`src/rtl/alu_sequencer.sv`:
```
// alu_sequencer: control FSM for a two-operand ALU datapath.
// Ports: clk, rst_n (async low) | start, op_in, data_valid, abort in
//   | data_ready, ld_a, ld_b, ld_r, alu_op, busy, done, op_count out.
// Option: define ALU_SEQ_OPCNT_EN to build the saturating op_count;
//   otherwise op_count is tied to zero and has no flops.
module alu_sequencer #(
   parameter int EXEC_CYCLES = 1,
   parameter int OP_W        = 3
) (
   input  logic            clk,
   input  logic            rst_n,
   input  logic            start,
   input  logic [OP_W-1:0] op_in,
   input  logic            data_valid,
   input  logic            abort,
   output logic            data_ready,
   output logic            ld_a,
   output logic            ld_b,
   output logic            ld_r,
   output logic [OP_W-1:0] alu_op,
   output logic            busy,
   output logic            done,
   output logic [15:0]     op_count
);

   typedef enum logic [2:0] {
      S_IDLE,
      S_WAIT_A,
      S_WAIT_B,
      S_EXEC,
      S_WRITE,
      S_DONE
   } state_t;

   localparam logic [3:0] EXEC_LOAD = 4'(EXEC_CYCLES - 1);

   state_t            r_state;
   state_t            w_next;
   logic [3:0]        r_cnt;
   logic [3:0]        w_cnt_nxt;
   logic [OP_W-1:0]   r_alu_op;
   logic              w_rdy;
   logic              w_ld_a;
   logic              w_ld_b;
   logic              w_ld_r;
   logic              w_done;
   logic              w_capture;

   always_ff @(posedge clk or negedge rst_n) begin
      if (!rst_n) begin
         r_state  <= S_IDLE;
         r_cnt    <= '0;
         r_alu_op <= '0;
      end else begin
         r_state <= w_next;
         r_cnt   <= w_cnt_nxt;
         if (w_capture)
            r_alu_op <= op_in;
      end
   end

   // ld_a/ld_b follow data_valid combinationally, so an operand
   // offered in the same cycle as abort is still latched.
   always_comb begin
      w_next    = r_state;
      w_cnt_nxt = r_cnt;
      w_rdy     = 1'b0;
      w_ld_a    = 1'b0;
      w_ld_b    = 1'b0;
      w_ld_r    = 1'b0;
      w_done    = 1'b0;
      w_capture = 1'b0;
      unique case (r_state)
         S_IDLE: begin
            if (start) begin
               w_next    = S_WAIT_A;
               w_capture = 1'b1;
            end
         end
         S_WAIT_A: begin
            w_rdy  = 1'b1;
            w_ld_a = data_valid;
            if (abort)
               w_next = S_IDLE;
            else if (data_valid)
               w_next = S_WAIT_B;
         end
         S_WAIT_B: begin
            w_rdy  = 1'b1;
            w_ld_b = data_valid;
            if (abort) begin
               w_next = S_IDLE;
            end else if (data_valid) begin
               w_next    = S_EXEC;
               w_cnt_nxt = EXEC_LOAD;
            end
         end
         S_EXEC: begin
            if (abort)
               w_next = S_IDLE;
            else if (r_cnt == 4'd0)
               w_next = S_WRITE;
            else
               w_cnt_nxt = r_cnt - 4'd1;
         end
         S_WRITE: begin
            w_ld_r = 1'b1;
            w_next = S_DONE;
         end
         S_DONE: begin
            w_done = 1'b1;
            w_next = S_IDLE;
         end
         default: w_next = S_IDLE;
      endcase
   end

   assign data_ready = w_rdy;
   assign ld_a       = w_ld_a;
   assign ld_b       = w_ld_b;
   assign ld_r       = w_ld_r;
   assign done       = w_done;
   assign alu_op     = r_alu_op;
   assign busy       = (r_state != S_IDLE);

`ifdef ALU_SEQ_OPCNT_EN
   logic [15:0] r_op_count;

   always_ff @(posedge clk or negedge rst_n) begin
      if (!rst_n)
         r_op_count <= '0;
      else if (w_done && (r_op_count != 16'hFFFF))
         r_op_count <= r_op_count + 16'd1;
   end

   assign op_count = r_op_count;
`else
   assign op_count = '0;
`endif

endmodule
```
`config.mk`:
```
export PLATFORM = sky130hd
export DESIGN_NAME = alu_sequencer
export DESIGN_NICKNAME = d
export VERILOG_FILES = /design/src/rtl/alu_sequencer.sv
export SDC_FILE = /design/constraint.sdc
export NUM_CORES = 1
export LEC_CHECK = 0
export ABC_AREA = 1
export CAP_MARGIN = 20
export CORE_MARGIN = 4
export CORE_UTILIZATION = 30
export DETAILED_ROUTE_END_ITERATION = 12
export PLACE_DENSITY = 0.67
export SLEW_MARGIN = 20
export SYNTH_ARGS = -nofsm -noshare
export SYNTH_HDL_FRONTEND = slang
export SYNTH_SLANG_ARGS = --single-unit
export TNS_END_PERCENT = 50
```
`constraint.sdc`:
```
create_clock -name clk -period 1.5 [get_ports clk]
set_input_delay 0.225 -clock clk [delete_from_list [all_inputs] [get_ports clk]]
set_output_delay 0.225 -clock clk [all_outputs]
set_load 0.02 [all_outputs]
```
==> results.sh <==
export IMPL_postSynthAreaPerCell_um2=7.10
export IMPL_fmax_mhz=701
export IMPL_synthCells=107
export IMPL_yosysWarnings=0
export IMPL_n_antenna_cell=0
export IMPL_endpoint_kind="output port"
export IMPL_final_nets=147
export IMPL_clkLatencyLatePin_ps=270
export IMPL_setup_tns_ps=0
export IMPL_finalWorstPathRequiredPeriod_ps=1430
export IMPL_drtAntennaViolNets=0
export IMPL_hpwl_um=1410
export IMPL_regArea_um2=250
export IMPL_multiInputGateArea_um2=414
export IMPL_regToRegEndpoint="r_state[0]"
export IMPL_finalPower_mw=1.76
export IMPL_cts_hold_buf=0
export IMPL_row_count=17
export IMPL_grt_max_degree=11
export IMPL_syn_area_um2=759
export IMPL_critical_path_max_fanout=2
export IMPL_grt_pass1_vias=675
export IMPL_drt_iter0_drc=7
export IMPL_cts_tree="built"
export IMPL_ys_seq_elements=10
export IMPL_drv_cap=0
export IMPL_fill_cells=248
export IMPL_drive_above_1_share_pct=25.9
export IMPL_skew_ps=10.9
export IMPL_layout_commonest_cell="nand2_1"
export IMPL_min_path_type="input pin to async pin"
export IMPL_grt_usage_pct=11.1
export IMPL_critical_path_top_delay_family="buffers and inverters"
export IMPL_path_cells="clkdlybuf4s50_1"
export IMPL_synth_seq_area_share_pct=32.9
export IMPL_setup_viol=0
export IMPL_worst_r2r_cell_count=7
export IMPL_path_buf_inv=1
export IMPL_cts_max_path_buffers=2
export IMPL_vias=686
export IMPL_routed_wl_um=1610
export IMPL_crit_arrival_ps=1200
export IMPL_post_route_drc_count=0
export IMPL_avgViaCountPerCell=4.21
export IMPL_yosysTopAreaCell="dfrtp_1"
export IMPL_drt_first_pass_iters=6
export IMPL_clkTransAtPathRegs_ps=60
export IMPL_power_density_nw_per_um2=1800
export IMPL_dp_cells=160
export IMPL_drv_slew=0
export IMPL_cts_buffers=3
export IMPL_dieArea_um2=3400
export IMPL_syn_to_final_growth_pct=28.5
export IMPL_startpoint_type="register"
export IMPL_p_leak_nw=0.563
export IMPL_portBuffers=16
export IMPL_dieWidth_um=58.3
export IMPL_irDropWorstVdd_uv=796
export IMPL_critical_path_class="register to output port"
export IMPL_ctsHtreeMaxLevel=1
export IMPL_final_hold_viol_count=0
export IMPL_start_util_pct=32.8
export IMPL_layout_common_cells="27 x nand2_1, 16 x conb_1, 11 x nor2_1, 11 x buf_4"
export IMPL_ys_types=21
export IMPL_placed_area_um2=966
export IMPL_antenna_found_initial=0
export IMPL_final_area_um2=976
export IMPL_max_stage_delay_ps=610
export IMPL_r2r_slack_ps=220
export IMPL_die_height_um=58.3
export IMPL_grt_pass1_wl_um=2890
export IMPL_synth_top_area_share_pct=32.9
export IMPL_grt_overflow_total=0
export IMPL_synth_area_leaders="dfrtp_1 33%, buf_4 16%, nand2_1 14%"
export IMPL_period_share_pct=95.2
export IMPL_avgRoutedWirePerCell_um=9.87
export IMPL_status="complete, no violations"
export IMPL_cts_root_buf="clkbuf_4"
export IMPL_cp_slowest_cell="clkdlybuf4s50_1"
export IMPL_core_area_um2=2320
export IMPL_cts_sinks=10
export IMPL_gp_congestion=0.740
export IMPL_ios=33
export IMPL_worstPathRequired_ps=1270
export IMPL_timing_rr_start="r_state[2]"
export IMPL_finalNonFillerCells=163
## flip-flops by register name (all words and copies together), names as in the netlist
| name | count |
|---|---|
| r_cnt | 4 |
| r_state | 3 |
| alu_op | 3 |
## worst max path at each step
stage	startpoint	cells after the start	endpoint
6_report	alu_op[2]	1	alu_op[2]
5_1_grt	r_state[1]	4	ld_r
4_1_cts	r_state[1]	4	ld_a
3_5_place_dp	data_valid	4	ld_a
3_3_place_gp	data_valid	4	ld_b
2_1_floorplan	r_state[2]	2	done
## where the power goes
part | switching [mW] | internal [mW] | leakage [nW]
Clock | 0.0838 | 0.0922 | 0.0138
Sequential | 0.0757 | 0.369 | 0.131
Combinational | 0.665 | 0.473 | 0.417
## cell usage after synthesis (all sizes together)
library cell   n
nand4          1
and2           1
conb           1
nor3           1
o21ai          2
ha             2
a21oi          2
dfrtp         10
buf           16
xnor2          1
inv           11
nand3         11
nand2         33
nor2          15
## logic make-up after synthesis
logic type / after synthesis / synth area share [%]
simple gates: 62 / 38.2
flops: 10 / 32.9
compound gates: 4 / 2.63
fa+ha+maj: 2 / 3.29
buf+inv: 27 / 21.3
xor+xnor: 1 / 1.15
other cells: 1 / 0.494
## metal layers
| metal | vias up | part of all wire (%) | global-route usage [%] |
|---|---|---|---|
| li1 | 357 | - | - |
| met1 | 310 | 39 | 11.5 |
| met2 | 17 | 55 | 20.3 |
| met3 | 2 | 6.1 | 4.82 |
| met4 | 0 | 0.50 | 2.98 |
| met5 | - | 0 | 0 |
## cell type report
cell class | count | area share [%]
multi-input cells | 85 | 42.4
flip-flops and latches | 10 | 25.6
repair buffers | 26 | 21.8
inverters | 11 | 4.23
well taps | 28 | 3.59
clock buffers | 3 | 2.31
## through the flow
step / setup slack [ps] / utilization, % / hold WS, ps
after global placement: -179 / 41.7 / 463
after detailed placement: -202 / 41.7 / 458
after global routing: -2.59 / 42.1 / 302
after floorplan: 272 / - / -70.6
after CTS: -14.4 / 42.4 / 276
final: 72.5 / 42.1 / 264
## timing repair
action / 4_1_cts / 5_1_grt
setup endpoints to repair: 6 / 7
gates resized for setup: 20 / 12
pin swaps: 1 / 1
setup buffers: 0 / 0
Power figures use the tool's default switching activity.
